$ cat config.mk
export PLATFORM = sky130hd
export DESIGN_NAME = vga_timing_gen
export DESIGN_NICKNAME = d
export VERILOG_FILES = /design/src/rtl/vga_timing_gen.sv
export SDC_FILE = /design/constraint.sdc
export NUM_CORES = 1
export LEC_CHECK = 0
export ABC_AREA = 1
export CAP_MARGIN = 20
export CORE_MARGIN = 10
export CORE_UTILIZATION = 45
export CTS_CLUSTER_SIZE = 12
export DETAILED_ROUTE_END_ITERATION = 8
export PLACE_DENSITY = 0.79
export SLEW_MARGIN = 40
export SYNTH_ARGS = -nofsm -noshare
export SYNTH_HDL_FRONTEND = slang
export SYNTH_SLANG_ARGS = --single-unit
$ cat constraint.sdc
create_clock -name clk -period 2.5 [get_ports clk]
set_clock_uncertainty 0.15 [all_clocks]
set_input_delay 0.25 -clock clk [delete_from_list [all_inputs] [get_ports clk]]
set_output_delay 0.25 -clock clk [all_outputs]
set_load 0.1 [all_outputs]
$ cat src/rtl/vga_timing_gen.sv
// vga_timing_gen
//    Parametrised raster timing generator for the character display.
//    A clock divider produces a pixel-enable strobe; the raster position
//    (x,y) advances once per pixel period. Sync, visible, line/frame start,
//    text-cell coordinates and the blink phase are all registered together
//    from the next position, so every output describes the same (x,y).
//
// Ports
//    clk          in   system clock
//    reset        in   asynchronous active-high reset
//    pixen        out  pixel enable, high in the last clk of each pixel period
//    x, y         out  current pixel column / line (11 bits)
//    visible      out  x < H_ACTIVE and y < V_ACTIVE
//    hsync, vsync out  sync pulses, asserted level HS_POL / VS_POL
//    line_start   out  x == 0
//    frame_start  out  x == 0 and y == 0
//    txtcol       out  x / CHR_W      chrcol  out  x mod CHR_W
//    txtrow       out  y / CHR_H      chrrow  out  y mod CHR_H
//    blink        out  blink phase, toggles every BLINK_HALF frames
module vga_timing_gen #(
   parameter int CLK_DIV    = 2,
   parameter int H_ACTIVE   = 640,
   parameter int H_FP       = 16,
   parameter int H_SYNC     = 96,
   parameter int H_BP       = 48,
   parameter int V_ACTIVE   = 480,
   parameter int V_FP       = 10,
   parameter int V_SYNC     = 2,
   parameter int V_BP       = 33,
   parameter int HS_POL     = 0,
   parameter int VS_POL     = 0,
   parameter int CHR_W      = 8,
   parameter int CHR_H      = 16,
   parameter int TXTCOL_W   = 7,
   parameter int TXTROW_W   = 5,
   parameter int BLINK_HALF = 30
) (
   input  logic                clk,
   input  logic                reset,
   output logic                pixen,
   output logic [10:0]         x,
   output logic [10:0]         y,
   output logic                visible,
   output logic                hsync,
   output logic                vsync,
   output logic                line_start,
   output logic                frame_start,
   output logic [TXTCOL_W-1:0] txtcol,
   output logic [2:0]          chrcol,
   output logic [TXTROW_W-1:0] txtrow,
   output logic [3:0]          chrrow,
   output logic                blink
);

   localparam int H_TOT  = H_ACTIVE + H_FP + H_SYNC + H_BP;
   localparam int V_TOT  = V_ACTIVE + V_FP + V_SYNC + V_BP;
   localparam int HS_BEG = H_ACTIVE + H_FP;
   localparam int HS_END = HS_BEG + H_SYNC;
   localparam int VS_BEG = V_ACTIVE + V_FP;
   localparam int VS_END = VS_BEG + V_SYNC;

   // Counter widths never drop to zero, even for CLK_DIV=1 / BLINK_HALF=1.
   localparam int DCW = (CLK_DIV > 1) ? $clog2(CLK_DIV) : 1;
   localparam int FCW = (BLINK_HALF > 1) ? $clog2(BLINK_HALF) : 1;

   localparam logic [DCW-1:0] DC_LAST = DCW'(CLK_DIV - 1);
   localparam logic [FCW-1:0] FC_LAST = FCW'(BLINK_HALF - 1);
   localparam logic [10:0]    H_LAST  = 11'(H_TOT - 1);
   localparam logic [10:0]    V_LAST  = 11'(V_TOT - 1);
   localparam logic [2:0]     CC_LAST = 3'(CHR_W - 1);
   localparam logic [3:0]     CR_LAST = 4'(CHR_H - 1);

   // 12-bit thresholds so a region boundary of 2048 still compares correctly.
   localparam logic [11:0] HA_LIM = 12'(H_ACTIVE);
   localparam logic [11:0] VA_LIM = 12'(V_ACTIVE);
   localparam logic [11:0] HS_LO  = 12'(HS_BEG);
   localparam logic [11:0] HS_HI  = 12'(HS_END);
   localparam logic [11:0] VS_LO  = 12'(VS_BEG);
   localparam logic [11:0] VS_HI  = 12'(VS_END);

   localparam logic HSP = (HS_POL != 0);
   localparam logic VSP = (VS_POL != 0);

   logic [DCW-1:0]      dcnt;
   logic [FCW-1:0]      fcnt;

   logic [10:0]         x_n;
   logic [10:0]         y_n;
   logic [TXTCOL_W-1:0] txtcol_n;
   logic [2:0]          chrcol_n;
   logic [TXTROW_W-1:0] txtrow_n;
   logic [3:0]          chrrow_n;
   logic [FCW-1:0]      fcnt_n;
   logic                blink_n;
   logic                visible_n;
   logic                hsync_n;
   logic                vsync_n;
   logic                line_start_n;
   logic                frame_start_n;

   // With CLK_DIV=1 dcnt is stuck at 0 == DC_LAST, so pixen is constantly 1.
   assign pixen = (dcnt == DC_LAST);

   // Next raster position, text-cell counters and blink state.
   always_comb begin
      x_n      = x;
      y_n      = y;
      txtcol_n = txtcol;
      chrcol_n = chrcol;
      txtrow_n = txtrow;
      chrrow_n = chrrow;
      fcnt_n   = fcnt;
      blink_n  = blink;
      if (pixen) begin
         if (x == H_LAST) begin
            x_n      = 11'd0;
            txtcol_n = '0;
            chrcol_n = 3'd0;
            if (y == V_LAST) begin
               y_n      = 11'd0;
               txtrow_n = '0;
               chrrow_n = 4'd0;
               // Frame end: blink flips on the same edge that enters (0,0).
               if (fcnt == FC_LAST) begin
                  fcnt_n  = '0;
                  blink_n = ~blink;
               end else begin
                  fcnt_n = fcnt + FCW'(1);
               end
            end else begin
               y_n = y + 11'd1;
               if (chrrow == CR_LAST) begin
                  chrrow_n = 4'd0;
                  txtrow_n = txtrow + TXTROW_W'(1);
               end else begin
                  chrrow_n = chrrow + 4'd1;
               end
            end
         end else begin
            x_n = x + 11'd1;
            if (chrcol == CC_LAST) begin
               chrcol_n = 3'd0;
               txtcol_n = txtcol + TXTCOL_W'(1);
            end else begin
               chrcol_n = chrcol + 3'd1;
            end
         end
      end else begin
         x_n = x;
      end
   end

   // Decode the next position so registered flags line up with registered x/y.
   always_comb begin
      visible_n     = ({1'b0, x_n} < HA_LIM) && ({1'b0, y_n} < VA_LIM);
      hsync_n       = (({1'b0, x_n} >= HS_LO) && ({1'b0, x_n} < HS_HI)) ? HSP : ~HSP;
      vsync_n       = (({1'b0, y_n} >= VS_LO) && ({1'b0, y_n} < VS_HI)) ? VSP : ~VSP;
      line_start_n  = (x_n == 11'd0);
      frame_start_n = (x_n == 11'd0) && (y_n == 11'd0);
   end

   // Pixel-period divider.
   always_ff @(posedge clk or posedge reset) begin
      if (reset) begin
         dcnt <= '0;
      end else if (dcnt == DC_LAST) begin
         dcnt <= '0;
      end else begin
         dcnt <= dcnt + DCW'(1);
      end
   end

   // Raster state and all registered outputs; reset aborts any frame in progress.
   always_ff @(posedge clk or posedge reset) begin
      if (reset) begin
         x           <= 11'd0;
         y           <= 11'd0;
         txtcol      <= '0;
         chrcol      <= 3'd0;
         txtrow      <= '0;
         chrrow      <= 4'd0;
         fcnt        <= '0;
         blink       <= 1'b1;
         visible     <= 1'b1;
         hsync       <= ~HSP;
         vsync       <= ~VSP;
         line_start  <= 1'b1;
         frame_start <= 1'b1;
      end else begin
         x           <= x_n;
         y           <= y_n;
         txtcol      <= txtcol_n;
         chrcol      <= chrcol_n;
         txtrow      <= txtrow_n;
         chrrow      <= chrrow_n;
         fcnt        <= fcnt_n;
         blink       <= blink_n;
         visible     <= visible_n;
         hsync       <= hsync_n;
         vsync       <= vsync_n;
         line_start  <= line_start_n;
         frame_start <= frame_start_n;
      end
   end

endmodule

; After elaboration in Yosys (flattened, before gate mapping)
; Index checks and enable logic that the tools add are counted.
[word_totals]
wordCells = 64
output_inout_bits = 48
regBits = 53
in_bits = 2
[op_classes]
reduce_logical = 13
n_mux = 17
eq_ne = 5
magnitude_cmp = 6
n_bitwise = 1
n_addsub = 8
[ops]
columns = operator, n
row1 = $mux W11, 5
row2 = $add A11 B1 Y11 const B, 2
row3 = $eq A11 B10 Y1 const B, 2
row4 = $logic_not A11 Y1, 2
row5 = $lt A11 B10 Y1 const B, 2
row6 = $lt A11 B9 Y1 const B, 2
row7 = $mux W5, 3
row8 = $mux W7, 2
row9 = $ge A11 B10 Y1 const B, 1
row10 = $ge A11 B9 Y1 const B, 1
row11 = $add A5 B1 Y5 const B, 2
row12 = $mux W4, 2
row13 = $add A7 B1 Y7 const B, 1
row14 = $mux W3, 2
row15 = $reduce_and A3 Y1, 2
row16 = $eq A5 B5 Y1 const B, 1
row17 = $add A4 B1 Y4 const B, 1
row18 = $eq A4 B4 Y1 const B, 1
row19 = $logic_and A1 B1 Y1, 4
row20 = $reduce_and A2 Y1, 2
row21 = $reduce_and A4 Y1, 1
row22 = $reduce_bool A2 Y1, 2
row23 = $add A3 B1 Y3 const B, 1
row24 = $eq A3 B3 Y1 const B, 1
row25 = 3 further kinds, 5

; Depth between registers and ports, before layout
[logic_depth]
word_depth = 7
ltp_mapped = 14

; Worst setup path after synthesis
; OpenSTA, ideal clock, no wires.
[synth_path]
path_kind = register -> register
startpoint = register x[1]
endpoint = register fcnt[4]
path_stages_with_launch = 10
path_buffers = 0
synth_period_minus_slack_ns = 2.733
arrival_ns = 2.463
required_ns = 2.230
path_slack_ns = -0.233
path_cell_list = dfrtp_1 ha_1 nand2_1 nor2_8 nand2_4 nor3_4 nand3_2 nor2_1 inv_1 and3_1
[synth_via]
elab_chain_len = 2
[synth_lines]
columns = item, line_no
row1 = from (decl), 41  ; output logic [10:0] x,
row2 = from (signal assigned), 190  ; x <= x_n;
row3 = $eq A11 B10 Y1, 115  ; if (x == H_LAST) begin
row4 = $reduce_and A3 Y1 (no line), --
row5 = to (signal assigned), 196  ; fcnt <= fcnt_n;
row6 = to (decl), 85  ; logic [FCW-1:0] fcnt;
; Every way passes these cells.
; A chain may end at the register's enable or synchronous reset.

; Final worst setup path
[layout_path]
startpoint = register y[0]
endpoint = register frame_start
[layout_via]
elab_chain_len = 6
elab_cells_between_ends = 7
cone_classes = add/sub: 1 / eq/ne: 1 / mux: 3 / reduce/logical: 2
[layout_lines]
columns = item, line_no
row1 = from (decl), 42  ; output logic [10:0] y,
row2 = from (signal assigned), 191  ; y <= y_n;
row3 = $add A11 B1 Y11 / $eq A11 B10 Y1 (equally long branches), "131, 119"
row4 = $mux W11, 119  ; if (y == V_LAST) begin
row5 = $mux W11, 115
row6 = $mux W11 (*), 114  ; if (pixen) begin
row7 = $logic_not A11 Y1 (*), 159  ; frame_start_n = (x_n == 11'd0) && (y_n == 11'd0);
row8 = $logic_and A1 B1 Y1 (*), 159
row9 = named net frame_start_n, 99  ; logic frame_start_n;
row10 = to (signal assigned), 202  ; frame_start <= frame_start_n;
row11 = to (decl), 47  ; output logic frame_start,
; Mark *: on every way through the listed nets, which the timed path passes. The rest lies on a longest branch.

==> impl_metrics.json <==
{
  "commonest_cells_after_routing_fill_and_taps_aside": "nand2_1 (99), inv_1 (73), buf_4 (49), dfrtp_1 (43), nand3_1 (41)",
  "antenna-diode-count": 0,
  "met2_wirelength_mm": 3.58,
  "synthesis.area_um2": 3030,
  "synth.avg_cell_area_um2": 7.56,
  "total_leakage_power_nw": 2.09,
  "min_delay_worst_type": "input pin to async pin",
  "first_iter_violations": 162,
  "antenna_violations_before_repair": 0,
  "synth.ff_latch_count": 53,
  "tritoncts.num_buffers": 5,
  "critPathLaunch": "y[0]",
  "path_class": "flip-flop to flip-flop",
  "minimum_period_implied_by_the_final_worst_setup_slack_ns": 2.27,
  "total_cell_area_at_the_placement_stage_um2": 3520,
  "setup_viol": 0,
  "timing.max_slew.rel_slack_pct": 65.7,
  "cts_root_buf": "clkbuf_8",
  "syn-instance-count": 401,
  "initial_utilization_pct": 47.0,
  "min_period_over_period_pct": 90.8,
  "postSynthNetCount": 413,
  "wirelength_mm": 7.43,
  "layout.cell_area.non_filler_um2": 3650,
  "route.layer.met1.wl_mm": 3.19,
  "drv_cap": 0,
  "die_w_um": 102,
  "io_buffers": 49,
  "std_cell_rows": 29,
  "top_signal_layer_used": "met4",
  "globalRoute.totalOverflow": 0,
  "num-nets-final": 467,
  "whs_ns": 0.136,
  "ys_types": 35,
  "clock_latency_ns": 0.31,
  "finish.utilization_pct": 56.6,
  "report.final.hold_viol_count": 0,
  "reg2regPathDepth": 12,
  "reg2reg_slack_ns": 0.23,
  "setup_total_negative_slack_ns": 0,
  "synthToLayoutAreaGrowth_pct": 20.5,
  "dpl_hpwl_mm": 5.81,
  "wire_length_of_the_first_global_routing_pass_mm": 12.6,
  "die_area_um2": 10400,
  "fill_cell_total_of_the_finished_layout": 625,
  "timing.final.max_slew_violations": 0,
  "detail_route.wl_per_cell_um": 13.9,
  "clock_net_sink_count": 53,
  "vias_per_cell": 5.09,
  "boundaryPins": 50,
  "clock_path_buffers": 2,
  "cts_tree": "built",
  "final_antenna_net_count": 0,
  "first_global_vias": 2704,
  "ctsHtreeMaxLevel": 2,
  "place_ws_ns": 0.0300,
  "clock_pin_slew_of_the_registers_on_the_worst_case_setup_and_hold_paths_ns": 0.10,
  "status": "finished, final reports clean",
  "setup_repair_after_global_routing_missed_its_margin": "no",
  "chipHeight_um": 102,
  "critical_path.startpoint_type": "flip-flop",
  "synthesis.yosys.warnings": 0,
  "gpl.final_weighted_congestion": 0.896,
  "first_pass_detailed_route_iteration_total": 4,
  "power_density_nw_per_um2": 407,
  "routed-via-count": 2712,
  "arrival_ns": 2.37,
  "post_route_cells_drive_above_1_share_pct": 19.3,
  "cp_max_fo": 5,
  "grtUsageTotal_pct": 14.9,
  "grt_start_max_net_pins": 32,
  "sequential_share_of_the_synthesized_area_pct": 44.0,
  "worst_setup_margin_ns": 0.231,
  "mostFrequentLayoutCell": "nand2_1",
  "multi_input_area_um2": 1390,
  "core_region_area_um2": 6460,
  "drcViolationCount": 0,
  "met3_wirelength_um": 536,
  "max_slew.worst_pin.slew_ns": 0.513,
  "timing.rr.start": "y[0]",
  "achievable-frequency_ghz": 0.441,
  "ir_drop_uv": 228,
  "timing.critical_path.required_ns": 2.60,
  "ff_latch_area_um2": 1340,
  "setup.worst_path.end_class": "flip-flop"
}
-- what timing repair did --
action	4_1_cts	5_1_grt
resized for setup	1	2
setup buffers	0	0
setup endpoints to repair	1	3
hold buffers	0	0
cloned	0	0
-- cell families after synthesis --
kind of cell / count (synthesis) / synth area share (%)
AO/OA/AOI/OAI: 32 / 6.11
XOR/XNOR: 10 / 2.89
adder cells (fa/ha/maj): 10 / 4.13
buffers and inverters: 83 / 10.7
flip-flops: 53 / 44.0
AND/OR/NAND/NOR: 213 / 32.2
-- path summary, 6_finish.rpt --
path	to
hold reg to reg	chrcol[1]
setup reg to reg	frame_start
min in group clk	chrcol[1]
setup / recovery	frame_start
max in group asynchronous	blink
hold / removal	txtcol[3]
-- registers in the layout (all words and copies together), names as in the netlist, 3 cells and up --
| register | cells |
|---|---|
| txtrow | 5 |
| txtcol | 7 |
| chrrow | 4 |
| x | 11 |
| y | 11 |
| fcnt | 5 |
| chrcol | 3 |
-- layer usage --
metal  global-route usage (%)  up-vias
met3                     4.52        9
met5                        0        -
li1                         -     1374
met1                     17.3     1254
met2                     25.9       75
met4                     4.56        0
-- area by class of cell --
type / count / share of cell area (%)
Multi-Input combinational cell: 265 / 37.9
Sequential cell: 53 / 36.6
Timing Repair Buffer: 52 / 11.4
Inverter: 78 / 8.05
Tap cell: 77 / 2.64
Clock buffer: 6 / 2.26
Clock inverter: 2 / 1.03
-- worst max-delay path: stages (launching register included) --
cell	delay, ns
dfrtp_1	0.45
inv_1	0.11
ha_1	0.20
nand2_1	0.08
nor3_2	0.18
nand2_1	0.13
nor2_4	0.17
nor2_1	0.06
nor2_1	0.22
nand4_1	0.14
nor2_1	0.17
nand2_1	0.07
nor2_1	0.08
-- synth_stat cells (all sizes together) --
library cell	number	area (µm²)
a21o	1	7.51
a21oi	7	35.0
a22o	1	8.76
a31oi	1	6.26
and3	1	6.26
buf	3	23.8
clkbuf	2	7.51
clkinv	1	5.00
dfrtp	47	1180
dfstp	6	158
ha	10	125
inv	77	289
nand2	102	395
nand3	45	245
nand3b	1	7.51
nand4	15	93.8
nor2	40	171
nor3	9	56.3
o21a	1	7.51
o21ai	17	88.8
o31ai	3	22.5
o41ai	1	8.76
xnor2	3	26.3
xor2	7	61.3
-- power by group --
group	switching (mW)	total, mW	internal, mW	leakage, nW
sequential	0	0.857	0.857	0.690
clock	0.284	0.610	0.326	0.0574
combinational	0.0169	0.0216	0.00465	1.34
-- through the flow --
stage               cells  power, mW
finish                533       1.49
global route          533       1.53
CTS                   533       1.51
detailed placement    525      0.897
global placement      525      0.897
floorplan             401      0.886
(Power assumes the default switching activity.)
==> RTL change 1, RTL diff (config.mk and constraints unchanged) <==
`TXTCOL_W`: 7 -> 5.
--- a/src/rtl/vga_timing_gen.sv
+++ b/src/rtl/vga_timing_gen.sv
@@ -31,7 +31,7 @@
    parameter int VS_POL     = 0,
    parameter int CHR_W      = 8,
    parameter int CHR_H      = 16,
-   parameter int TXTCOL_W   = 7,
+   parameter int TXTCOL_W   = 5,
    parameter int TXTROW_W   = 5,
    parameter int BLINK_HALF = 30
 ) (
Interface: changed (resized txtcol); port bits go from 50 to 48. The function was not compared with the original's and may differ.
==> RTL change 1 against the original RTL <==
Synthesized cell count is 4.0% lower; maximum frequency is 5.2% higher; critical path depth is 1 lower; worst setup slack better by 0.11 ns; global-route usage is 0.71 points lower; total power is 2.2% higher; routed wire length is 3.9% lower; synthesized area is 1.4% lower; final area is 1.5% lower; sequential cell count is 2 lower; highest routed layer unchanged.
==> RTL change 1: results <==
# TYPE chip_impl_metric gauge
chip_impl_info{name="status",value="complete, no violations"} 1
chip_impl_metric{name="ys_types",unit=""} 39
chip_impl_metric{name="sequential_element_share_of_the_synthesized_area",unit=""} 0.429
chip_impl_metric{name="pre_cts_slack",unit="ns"} 0.352
chip_impl_metric{name="layout-drive-gt1-share",unit=""} 0.230
chip_impl_metric{name="worst-r2r-setup-slack",unit="ns"} 0.34
chip_impl_metric{name="worst-path-max-fanout",unit=""} 6
chip_impl_metric{name="cp.arrival",unit="ns"} 2.25
chip_impl_metric{name="dp_cells",unit=""} 508
chip_impl_info{name="critPathSlowestCell",value="sky130_fd_sc_hd__dfrtp_2"} 1
chip_impl_metric{name="tritoncts_sink_count",unit=""} 51
chip_impl_metric{name="post_cts_resized",unit=""} 0
chip_impl_metric{name="internal-power",unit="mW"} 1.23
chip_impl_metric{name="grt_pass1_wl",unit="µm"} 12100
chip_impl_metric{name="layout.non_clock_buffers",unit=""} 50
chip_impl_metric{name="routed-wl-met2",unit="µm"} 3410
chip_impl_metric{name="gpl.final_weighted_congestion",unit=""} 0.919
chip_impl_metric{name="grt_pass1_vias",unit=""} 2646
chip_impl_metric{name="share_of_cell_area_taken_by_multi_input_logic_gates",unit=""} 0.398
chip_impl_metric{name="globalRouteMet2Util",unit=""} 0.232
chip_impl_info{name="crit_path_start",value="x[0]"} 1
chip_impl_metric{name="drt-met1-wl",unit="µm"} 3180
chip_impl_metric{name="synth-xor-area-share",unit=""} 0.0264
chip_impl_metric{name="fill_cells",unit=""} 600
chip_impl_metric{name="drt_first_iter_violations",unit=""} 153
chip_impl_metric{name="totalWireLength",unit="µm"} 7130
chip_impl_metric{name="stdcell_count",unit=""} 516
chip_impl_metric{name="grt_max_degree",unit=""} 28
chip_impl_metric{name="port_buffers",unit=""} 47
chip_impl_metric{name="detailroute.wirelength.met3",unit="µm"} 440
chip_impl_metric{name="totalPowerFinal",unit="mW"} 1.52
chip_impl_metric{name="routed-via-count",unit=""} 2655
chip_impl_metric{name="finalNetCount",unit=""} 450
chip_impl_metric{name="max-slew-margin-rel",unit=""} 0.634
chip_impl_info{name="leading_post_synthesis_cells_by_instance_count",value="sky130_fd_sc_hd__nand2_1, sky130_fd_sc_hd__inv_1, sky130_fd_sc_hd__dfrtp_1"} 1
chip_impl_metric{name="multiInputGateArea",unit="µm²"} 1430
chip_impl_metric{name="hold_slack",unit="ns"} 0.164
chip_impl_metric{name="met1_usage",unit=""} 0.176
chip_impl_metric{name="place_hpwl",unit="µm"} 5530
chip_impl_info{name="largestRegisters",value="x (11), y (11)"} 1
chip_impl_metric{name="power_leakage",unit="nW"} 1.95
-- RTL change 1: cell types whose count changed in the layout (fill, tap and decap cells not counted), moves of 4 or more --
cell                       delta
sky130_fd_sc_hd__nor2_1       +5
sky130_fd_sc_hd__inv_1       -13
sky130_fd_sc_hd__o21ai_0      -7
sky130_fd_sc_hd__nand2_2      +6
sky130_fd_sc_hd__o21bai_1     +4
sky130_fd_sc_hd__nand2_1     -13
sky130_fd_sc_hd__nand3_1      -6
sky130_fd_sc_hd__a21oi_1      +4
sky130_fd_sc_hd__nor2_2       +9
-- RTL change 1: how the worst max path moves through the flow --
stage	endpoint	slack, ns
2_1_floorplan	frame_start	0.005
3_3_place_gp	frame_start	0.38
3_5_place_dp	frame_start	0.35
4_1_cts	frame_start	0.31
5_1_grt	frame_start	0.10
6_report	frame_start	0.34
==> RTL change 2, RTL diff (config.mk and constraints unchanged) <==
Without the edit above. Reset style: synchronous (`reset`), changed in 2 clocked blocks. Comments in the files are not updated.
--- a/src/rtl/vga_timing_gen.sv
+++ b/src/rtl/vga_timing_gen.sv
@@ -160,7 +160,7 @@
    end
 
    // Pixel-period divider.
-   always_ff @(posedge clk or posedge reset) begin
+   always_ff @(posedge clk) begin
       if (reset) begin
          dcnt <= '0;
       end else if (dcnt == DC_LAST) begin
@@ -171,7 +171,7 @@
    end
 
    // Raster state and all registered outputs; reset aborts any frame in progress.
-   always_ff @(posedge clk or posedge reset) begin
+   always_ff @(posedge clk) begin
       if (reset) begin
          x           <= 11'd0;
          y           <= 11'd0;
Check against the original RTL: differs if reset is asserted again (counterexample within 4 cycles, from zero or initial values and one cycle with reset high); with reset held inactive, the same outputs for 10 cycles.
==> RTL change 2 against the original RTL <==
Routed wire length shrank 4.5%; sequential cell count is the same; synthesized area shrank 8.6%; maximum frequency grew 3.1%; worst setup slack gained 0.069 ns; final area shrank 9.1%; hold slack gained 0.21 ns; critical endpoint is now frame_start; largest cell class unchanged.
Power is not compared: it rests on default switching activity, and its combinational part moved more than twofold at a synthesized area within 25%.
==> RTL change 2: results <==
# TYPE chip_impl_metric gauge
chip_impl_info{name="crit_path_start",value="x[0]"} 1
chip_impl_info{name="status",value="complete, no violations"} 1
chip_impl_metric{name="grt_pass1_vias",unit=""} 2604
chip_impl_metric{name="fill_cells",unit=""} 568
chip_impl_metric{name="layout-drive-gt1-share",unit=""} 0.183
chip_impl_metric{name="grt.met3_usage",unit=""} 0.0412
chip_impl_metric{name="port_buffers",unit=""} 49
chip_impl_metric{name="routed-via-count",unit=""} 2762
chip_impl_metric{name="mappedNetlistNets",unit=""} 415
chip_impl_metric{name="grt_pass1_wl",unit="µm"} 12200
chip_impl_metric{name="totalWireLength",unit="µm"} 7090
chip_impl_metric{name="worst-path-max-fanout",unit=""} 6
chip_impl_info{name="ys_dominant_reg_cell",value="sky130_fd_sc_hd__dfxtp_1"} 1
chip_impl_metric{name="post_cts_resized",unit=""} 0
chip_impl_metric{name="met1_usage",unit=""} 0.186
chip_impl_metric{name="postLayoutSetupSlackWorst",unit="ns"} 0.300
chip_impl_metric{name="finalNetCount",unit=""} 465
chip_impl_metric{name="global_route.usage.total",unit=""} 0.147
chip_impl_metric{name="place_hpwl",unit="µm"} 5530
chip_impl_metric{name="sequential_element_share_of_the_synthesized_area",unit=""} 0.383
chip_impl_metric{name="tightestPinTransition",unit="ns"} 0.391
chip_impl_metric{name="syn_avg_cell_area",unit="µm²"} 6.88
chip_impl_info{name="critPathSlowestCell",value="sky130_fd_sc_hd__dfxtp_2"} 1
chip_impl_metric{name="placement.cell_area",unit="µm²"} 3210
chip_impl_metric{name="pre_cts_slack",unit="ns"} 0.367
chip_impl_metric{name="drt-vias-per-instance",unit=""} 5.22
chip_impl_metric{name="timing.critical_path.slowest_cell_delay",unit="ns"} 0.39
chip_impl_info{name="holdCritPathClass",value="reg -> reg"} 1
chip_impl_metric{name="grt_max_degree",unit=""} 28
chip_impl_metric{name="gpl.final_weighted_congestion",unit=""} 0.934
chip_impl_info{name="leading_post_synthesis_cells_by_instance_count",value="sky130_fd_sc_hd__nand2_1, sky130_fd_sc_hd__nor2_1, sky130_fd_sc_hd__dfxtp_1"} 1
chip_impl_metric{name="routed-wl-met2",unit="µm"} 3110
chip_impl_metric{name="detailroute.wirelength.met3",unit="µm"} 525
chip_impl_info{name="ys_top_cells_by_area",value="sky130_fd_sc_hd__dfxtp_1, sky130_fd_sc_hd__nand2_1, sky130_fd_sc_hd__nor2_1"} 1
RTL change 2: cell count changes after synthesis, moves of 3 or more:
cell / unedited run / this run
sky130_fd_sc_hd__o31ai_1: 3 / 0
sky130_fd_sc_hd__nor2_1: 37 / 60
sky130_fd_sc_hd__dfrtp_1: 47 / 0
sky130_fd_sc_hd__nor2_2: 2 / 7
sky130_fd_sc_hd__inv_1: 74 / 48
sky130_fd_sc_hd__nand2_1: 99 / 94
sky130_fd_sc_hd__dfxtp_1: 0 / 53
sky130_fd_sc_hd__a21oi_1: 7 / 15
sky130_fd_sc_hd__nand3_1: 41 / 33
sky130_fd_sc_hd__inv_2: 3 / 6
sky130_fd_sc_hd__dfstp_2: 6 / 0
RTL change 2: layout make-up:
type                    count  area (µm²)  area share
multi-input cells         289        1470       0.443
clock buffers               5        68.8      0.0207
well taps                  75        93.8      0.0282
repair buffers             50         378       0.114
inverters                  54         203      0.0610
clock inverters             3        43.8      0.0132
flip-flops and latches     53        1060       0.321
RTL change 2: worst min-delay path by stage:
stage / from / end / slack (ns) / cells after the start
finish: txtcol[6] / txtcol[6] / 0.35 / 2
global route: txtrow[4] / txtrow[4] / 0.38 / 2
CTS: txtcol[6] / txtcol[6] / 0.35 / 2
detailed placement: txtrow[4] / txtrow[4] / 0.34 / 2
global placement: txtcol[6] / txtcol[6] / 0.33 / 2
floorplan: fcnt[0] / fcnt[0] / 0.32 / 2
RTL change 2: cell families after synthesis:
kind of cell,after synthesis,share of synthesized area
compound gates,38,0.0781
xor+xnor,8,0.0253
fa+ha+maj,10,0.0451
buf+inv,61,0.0871
flops,53,0.383
simple gates,233,0.382
RTL change 2: worst max-delay path: cells and delay by family, from the launching register on:
family / cells / cell delay (ns)
flops: 1 / 0.39
simple gates: 10 / 1.10
fa+ha+maj: 1 / 0.21
compound gates: 1 / 0.24
